File: src/rtl/mult32u_share_sched_pkg.sv
// Shared widths and the S1 stage record for the shared-multiplier scheduler.
package mult_sched_pkg;
  localparam int unsigned MULT_W     = 32;
  localparam int unsigned PROD_W     = 64;
  localparam int unsigned PIPE_DEPTH = 2;
  // Tag field sized for the largest supported requester count (16).
  localparam int unsigned ID_MAX_W   = 4;

  typedef struct packed {
    logic [MULT_W-1:0]   a;
    logic [MULT_W-1:0]   b;
    logic [ID_MAX_W-1:0] id;
    logic                valid;
  } stage_t;
endpackage

File: src/rtl/mult32u_normal_brentkung.sv
// Combinational 32x32 unsigned multiplier producing the full 64-bit product.
module mult32u_normal_brentkung
  import mult_sched_pkg::*;
(
  input  logic [MULT_W-1:0] i_a,
  input  logic [MULT_W-1:0] i_b,
  output logic [PROD_W-1:0] o_product
);
  assign o_product = PROD_W'(i_a) * PROD_W'(i_b);
endmodule

File: src/rtl/mult32u_share_sched_rr_arbiter.sv
// Round-robin arbiter: searches upward from the pointer, advances past the winner on update.
module rr_arbiter #(
  parameter int unsigned NUM_REQ = 4,
  parameter int unsigned ID_W    = $clog2(NUM_REQ)
) (
  input  logic               clk,
  input  logic               rst,
  input  logic [NUM_REQ-1:0] i_req,
  input  logic               i_update,
  output logic [NUM_REQ-1:0] o_grant,
  output logic [ID_W-1:0]    o_winner
);
  logic [ID_W-1:0]      r_ptr;
  logic [2*NUM_REQ-1:0] w_req2;
  logic [NUM_REQ-1:0]   w_rot;
  logic [ID_W-1:0]      w_off;
  logic [ID_W:0]        w_sum;
  logic                 w_found;

  // Rotate the doubled request vector so the pointer position lands at bit 0.
  always_comb begin
    w_req2  = {i_req, i_req};
    w_rot   = NUM_REQ'(w_req2 >> r_ptr);
    w_found = 1'b0;
    w_off   = '0;
    for (int unsigned k = 0; k < NUM_REQ; k++) begin
      if (!w_found && w_rot[k]) begin
        w_found = 1'b1;
        w_off   = ID_W'(k);
      end
    end
    w_sum = {1'b0, r_ptr} + {1'b0, w_off};
    if (w_sum >= (ID_W+1)'(NUM_REQ)) begin
      w_sum = w_sum - (ID_W+1)'(NUM_REQ);
    end
    o_winner = w_sum[ID_W-1:0];
    o_grant  = w_found ? (NUM_REQ'(1) << o_winner) : '0;
  end

  always_ff @(posedge clk) begin
    if (rst) begin
      r_ptr <= '0;
    end else if (i_update) begin
      r_ptr <= (o_winner == ID_W'(NUM_REQ-1)) ? '0 : o_winner + 1'b1;
    end
  end
endmodule

File: src/rtl/mult32u_share_sched.sv
// Shares one 32x32 multiplier among NUM_REQ requesters via a tagged 2-stage pipeline.
module mult32u_share_sched
  import mult_sched_pkg::*;
#(
  parameter int unsigned NUM_REQ = 4,
  parameter int unsigned ID_W    = $clog2(NUM_REQ),
  parameter int unsigned CNT_W   = 32
) (
  input  logic                  clk,
  input  logic                  rst,
  input  logic [NUM_REQ-1:0]    req_valid,
  output logic [NUM_REQ-1:0]    req_ready,
  input  logic [NUM_REQ*32-1:0] req_a,
  input  logic [NUM_REQ*32-1:0] req_b,
  output logic                  rsp_valid,
  input  logic                  rsp_ready,
  output logic [63:0]           rsp_product,
  output logic [ID_W-1:0]       rsp_id,
  output logic                  busy,
  output logic [CNT_W-1:0]      done_count
);
  stage_t              r_s1;
  stage_t              w_s1_next;
  logic [PROD_W-1:0]   w_product;
  logic [PROD_W-1:0]   r_s2_product;
  logic [ID_W-1:0]     r_s2_id;
  logic                r_s2_valid;
  logic [CNT_W-1:0]    r_done;
  logic [NUM_REQ-1:0]  w_grant;
  logic [ID_W-1:0]     w_winner;
  logic                w_stall;
  logic                w_accept;

  assign w_stall   = r_s2_valid & ~rsp_ready;
  assign req_ready = (rst | w_stall) ? '0 : w_grant;
  assign w_accept  = |req_ready;

  rr_arbiter #(.NUM_REQ(NUM_REQ), .ID_W(ID_W)) u_arb (
    .clk      (clk),
    .rst      (rst),
    .i_req    (req_valid),
    .i_update (w_accept),
    .o_grant  (w_grant),
    .o_winner (w_winner)
  );

  always_comb begin
    w_s1_next = '0;
    for (int unsigned i = 0; i < NUM_REQ; i++) begin
      if (w_grant[i]) begin
        w_s1_next.a = req_a[i*MULT_W +: MULT_W];
        w_s1_next.b = req_b[i*MULT_W +: MULT_W];
      end
    end
    w_s1_next.id    = ID_MAX_W'(w_winner);
    w_s1_next.valid = w_accept;
  end

  mult32u_normal_brentkung u_mult (
    .i_a       (r_s1.a),
    .i_b       (r_s1.b),
    .o_product (w_product)
  );

  always_ff @(posedge clk) begin
    if (rst) begin
      r_s1.valid   <= 1'b0;
      r_s2_valid   <= 1'b0;
      r_s2_product <= '0;
      r_s2_id      <= '0;
      r_done       <= '0;
    end else begin
      if (!w_stall) begin
        r_s1         <= w_s1_next;
        r_s2_valid   <= r_s1.valid;
        r_s2_product <= w_product;
        r_s2_id      <= ID_W'(r_s1.id);
      end
      if (r_s2_valid && rsp_ready) begin
        r_done <= r_done + 1'b1;
      end
    end
  end

  assign rsp_valid   = r_s2_valid;
  assign rsp_product = r_s2_product;
  assign rsp_id      = r_s2_id;
  assign busy        = r_s1.valid | r_s2_valid;
  assign done_count  = r_done;
endmodule

File: config.mk
export PLATFORM = sky130hd
export DESIGN_NAME = mult32u_share_sched
export DESIGN_NICKNAME = d
export VERILOG_FILES = /design/src/rtl/mult32u_share_sched_pkg.sv /design/src/rtl/mult32u_normal_brentkung.sv /design/src/rtl/mult32u_share_sched_rr_arbiter.sv /design/src/rtl/mult32u_share_sched.sv
export SDC_FILE = /design/constraint.sdc
export NUM_CORES = 2
export LEC_CHECK = 0
export ABC_AREA = 1
export CELL_PAD_IN_SITES_DETAIL_PLACEMENT = 2
export CELL_PAD_IN_SITES_GLOBAL_PLACEMENT = 2
export CORE_UTILIZATION = 32
export CTS_CLUSTER_DIAMETER = 30
export DETAILED_ROUTE_END_ITERATION = 10
export PLACE_DENSITY_LB_ADDON = 0.1
export SLEW_MARGIN = 20
export SYNTH_ARGS = -nofsm -noshare
export SYNTH_HDL_FRONTEND = slang
export SYNTH_SLANG_ARGS = --single-unit
export TNS_END_PERCENT = 10
File: constraint.sdc
create_clock -name clk -period 7.3 [get_ports clk]
set_input_delay 1.46 -clock clk [delete_from_list [all_inputs] [get_ports clk]]
set_output_delay 1.46 -clock clk [all_outputs]
set_load 0.005 [all_outputs]
After elaboration in Yosys (flattened, before gate mapping)
Index checks and enable logic that the tools add are counted.
{"block": "totals", "reg_bits": 168, "inputBits": 263, "elab_cells": 48}
{"block": "op_classes", "n_addsub": 4, "multipliers": 1, "n_shift": 2, "bitwise_logic": 6, "n_reduce_logical": 9, "eq_ne": 1, "n_mux": 15, "order_cmp": 1}
{"op": "64-bit 2-to-1 mux", "count": 4}
{"op": "32-bit by 32-bit multiplier with 64-bit output", "count": 1}
{"op": "32-bit by 1-bit adder with 32-bit output (second input constant)", "count": 1}
{"op": "2-bit 2-to-1 mux", "count": 4}
{"op": "4-bit 2-to-1 mux", "count": 2}
{"op": "8-bit by 2-bit right shift with 4-bit output", "count": 1}
{"op": "1-bit 2-to-1 mux", "count": 5}
{"op": "1-bit logical AND", "count": 4}
{"op": "4-bit OR reduction", "count": 1}
{"op": "1-bit by 2-bit left shift with 4-bit output (first input constant)", "count": 1}
{"op": "2-bit by 2-bit adder with 3-bit output", "count": 1}
{"op": "3-bit greater-or-equal comparator (second input constant)", "count": 1}
{"op": "1-bit zero test", "count": 3}
{"op": "1-bit inverter", "count": 3}
{"op": "2-bit by 1-bit adder with 2-bit output (second input constant)", "count": 1}
{"op": "2-bit equality test (second input constant)", "count": 1}
{"op": "1-bit bitwise OR", "count": 2}
{"op": "2-bit AND reduction", "count": 1}
{"op": "2-bit by 1-bit subtractor with 2-bit output (second input constant)", "count": 1}
{"op": "1-bit bitwise AND", "count": 1}

Depth between registers and ports, before layout
{"block": "logic_depth", "depth_word": 20, "depth_mapped": 34}

Cells and area by module
A second synthesis with hierarchy kept.
{"block": "hier_totals", "cells_unflattened": 6074, "area_unflattened_um2": 44420.1}
{"module": "mult32u_normal_brentkung", "seq_area_each_um2": 0.0, "n_inst": 1, "area_each_um2": 36119.6, "cells_per_inst": 4958}
{"module": "mult32u_share_sched", "seq_area_each_um2": 3983.8, "n_inst": 1, "area_each_um2": 7983.9, "cells_per_inst": 1063}
{"module": "rr_arbiter", "seq_area_each_um2": 40.0, "n_inst": 1, "area_each_um2": 316.6, "cells_per_inst": 53}

Worst setup path after synthesis
Ideal clock, no wire load.
{"block": "synth_timing", "path_kind": "input port to output port", "from": "in rsp_ready", "to": "out req_ready[0]", "arrival_time_ns": 5.840, "path_slack_ns": 0.000, "required_ns": 5.840, "cell_stages": 5, "cell_sequence": "nor2_1 > nor2_1 > clkinv_1 > clkbuf_1 > nor3_1"}
{"block": "synth_between", "elab_chain_cells": 4}
{"element": "start, declared", "line": "mult32u_share_sched.sv:16", "rtl": "input logic rsp_ready,"}
{"element": "1-bit inverter", "line": "mult32u_share_sched.sv:34", "rtl": "assign w_stall = r_s2_valid & ~rsp_ready;"}
{"element": "1-bit bitwise AND", "line": "mult32u_share_sched.sv:34"}
{"element": "1-bit bitwise OR", "line": "mult32u_share_sched.sv:35", "rtl": "assign req_ready = (rst | w_stall) ? '0 : w_grant;"}
{"element": "4-bit 2-to-1 mux", "line": "mult32u_share_sched.sv:35"}
{"element": "end, declared", "line": "mult32u_share_sched.sv:12", "rtl": "output logic [NUM_REQ-1:0] req_ready,"}
No other way between the ends.

Worst setup path in the final report
{"block": "layout_timing", "from": "reg r_s1[60] in the netlist's numbering", "to": "reg r_s2_product[60], in the netlist rsp_product[60]"}
{"block": "layout_between", "elab_chain_cells": 1}
{"element": "start, declared", "line": "mult32u_share_sched.sv:22", "rtl": "stage_t r_s1;"}
{"element": "start signal, assigned", "line": "mult32u_share_sched.sv:74", "rtl": "r_s1 <= w_s1_next;"}
{"element": "32-bit by 32-bit multiplier with 64-bit output", "line": "mult32u_normal_brentkung.sv:9", "rtl": "assign o_product = PROD_W'(i_a) * PROD_W'(i_b);"}
{"element": "end signal, assigned", "line": "mult32u_share_sched.sv:76", "rtl": "r_s2_product <= w_product;"}
{"element": "end, declared", "line": "mult32u_share_sched.sv:25", "rtl": "logic [PROD_W-1:0] r_s2_product;"}
No other way between the ends.
A chain may end at the register's enable or synchronous reset.

==> impl_metrics.toml <==
[outcome]
status = "finished clean"

[synthesis]
syn-cell-area_mm2 = 0.0454
ys_types = 40
postSynthAreaPerCell_um2 = 7.14
synth_seq_cells = 168
yosys.area.top_type = "fa_1"
ys_warn_count = 0
synthTopCellsByArea = "fa_1, nand2_1, inv_1"
synth_edf_count = 66
yosysTopAreaCellShare = 0.395
syn_nets = 7788
synthFlopType = "dfxtp_1"
postSynthCellCount = 6360
async_flop_share = 0
yosysSeqAreaShare = 0.0887

[global_routing]
track_usage = 0.248
grt_start_max_net_pins = 79
first_global_vias = 45800
grt-ovfl-total = 0
antenna_found_initial = 4
grt_pass1_wl_um = 268000

[cts]
cts_buffer_depth = 2
worstSkewPairLatency_ns = 0.54
clock_sinks = 168
numCtsBuffers = 17
root_buffer = "clkbuf_16"
tritoncts = "done"
ctsHtreeMaxLevel = 4
clk_pin_slew_ns = 0.11

[floorplan]
dieArea_mm2 = 0.143
rows = 137
io_pins = 367
coreArea_mm2 = 0.140
die_x_um = 379
fp.dieH_um = 379
start_util = 0.324

[routing]
wl_per_cell_um = 20.2
dr_total_vias = 39600
drt-initial-drc-count = 1546
via_per_inst = 4.63
postRouteAntennaNets = 0
dr.pass1.iters = 5
routed_wirelength_um = 173000
drc = 0

[timing]
slew_violations = 0
final-hold-violation-count = 0
max_freq_ghz = 0.142
finalSetupViolCount = 0
fin_crit_ns = 7.06
worst_pin_slew_ns = 0.911
fin_hold_ws_ns = 0.469
min_period_over_period = 0.967
skew_ns = 0.0267
rsz0062_at_grt = "yes"
maxSlewHeadroom = 0.393

[worst_setup_path]
crit_path_frequent_cell = "fa_1"
slowest_stage = "fa_1"
cp_max_fo = 5
cp-end-kind = "flip-flop"
crit_path_start_kind = "flip-flop"
worstSetupPathType = "flip-flop to flip-flop"
arrival_ns = 7.50
cpPeakStageDelay_ns = 0.62
cp.required_ns = 7.74

[min_path]
hold_path.class = "flip-flop to flip-flop"

[final_layout]
layout_common_cells = "nand2_1, inv_1, fa_1"
fin_area_mm2 = 0.0534
final_common_cell = "nand2_1"
area_delta_synth_final_pct = 17.6
drive_above_1_share = 0.0615
final_nets = 8098
fillers = 16500
fin_util = 0.381

[placement]
dp_hpwl_um = 146000
gp_congestion = 0.849
placedInstanceArea_mm2 = 0.0521
io_buffers = 366

[run]
drv_cap = 0
-- cells in the mapped netlist (7+ instances only) --
master / n
o211ai_1: 7
clkbuf_1: 225
dfxtp_1: 102
nand3_1: 154
inv_2: 56
inv_1: 1879
nor2_1: 302
a21oi_1: 108
buf_4: 16
nor3_1: 25
xor2_1: 28
fa_1: 896
ha_1: 269
edfxtp_1: 66
buf_6: 8
buf_2: 16
a21oi_2: 30
nand4_1: 16
o21ai_0: 57
o21bai_1: 13
nand2_1: 2025
xnor2_1: 16
-- worst paths after layout --
path                            cells after the start  slack, ns          start              end
worst max-delay path                               27       0.24       r_s1[60]  rsp_product[60]
worst min-delay path                                2       0.47  done_count[6]    done_count[6]
worst max register to register                     27       0.24       r_s1[60]  rsp_product[60]
worst min register to register                      2       0.47  done_count[6]    done_count[6]
-- critical path, delay by kind of cell (launching register included) --
kind                     cells  cell delay [ns]
buffers and inverters        8             0.81
flip-flops                   1             0.47
adder cells (fa/ha/maj)      9             4.56
AND/OR/NAND/NOR             10             1.11
-- what timing repair did --
| action | CTS | global route |
|---|---|---|
| setup endpoints to repair | 37 | 41 |
| resized for setup | 6 | 92 |
| gates cloned | 0 | 2 |
| hold buffers | 0 | 0 |
| buffers inserted | 6 | 18 |
| pin swaps | 0 | 28 |
-- routing by layer --
| metal | up-vias | share of wire | track usage |
|---|---|---|---|
| li1 | 18300 | - | - |
| met2 | 505 | 0.49 | 0.427 |
| met1 | 20700 | 0.46 | 0.335 |
| met4 | 0 | 0.017 | 0.0519 |
| met3 | 118 | 0.029 | 0.0247 |
| met5 | - | 0 | 0 |
-- state kept, by name, summed over array words and instances, names as in the netlist --
| name | flops |
|---|---|
| rsp_product | 64 |
| u_arb.r_ptr | 2 |
| r_s1 | 67 |
| done_count | 32 |
| rsp_valid | 1 |
| rsp_id | 2 |
-- cell type report --
cell class                      count  area (um2)  share of cell area
Antenna cell                        3        7.51            0.000141
Timing Repair Buffer              560        5830               0.109
Multi-Input combinational cell   3982       33300               0.623
Clock inverter                     14         165             0.00310
Inverter                         1941        7290               0.137
Tap cell                         1876        2350              0.0440
Clock buffer                       18         439             0.00823
Sequential cell                   168        4020              0.0754
-- through the flow --
stage	cells	TNS, ns	setup WS, ns
final	8562	0	0.240
after global routing	8562	-0.470	-0.0403
after CTS	8539	-0.00990	-0.00990
after detailed placement	8501	-2.69	-0.254
after global placement	8501	-0.187	-0.0817
after floorplan	6360	0	0.0000395
-- cell families after synthesis --
| group | share of synthesized area |
|---|---|
| simple gates | 0.218 |
| buf+inv | 0.186 |
| fa+ha+maj | 0.469 |
| compound gates | 0.0296 |
| flops | 0.0887 |
| xor+xnor | 0.00849 |
Power is left out: the tool's default activity adds up to more than one toggle a clock period on the data nets, which glitch-free logic cannot reach.
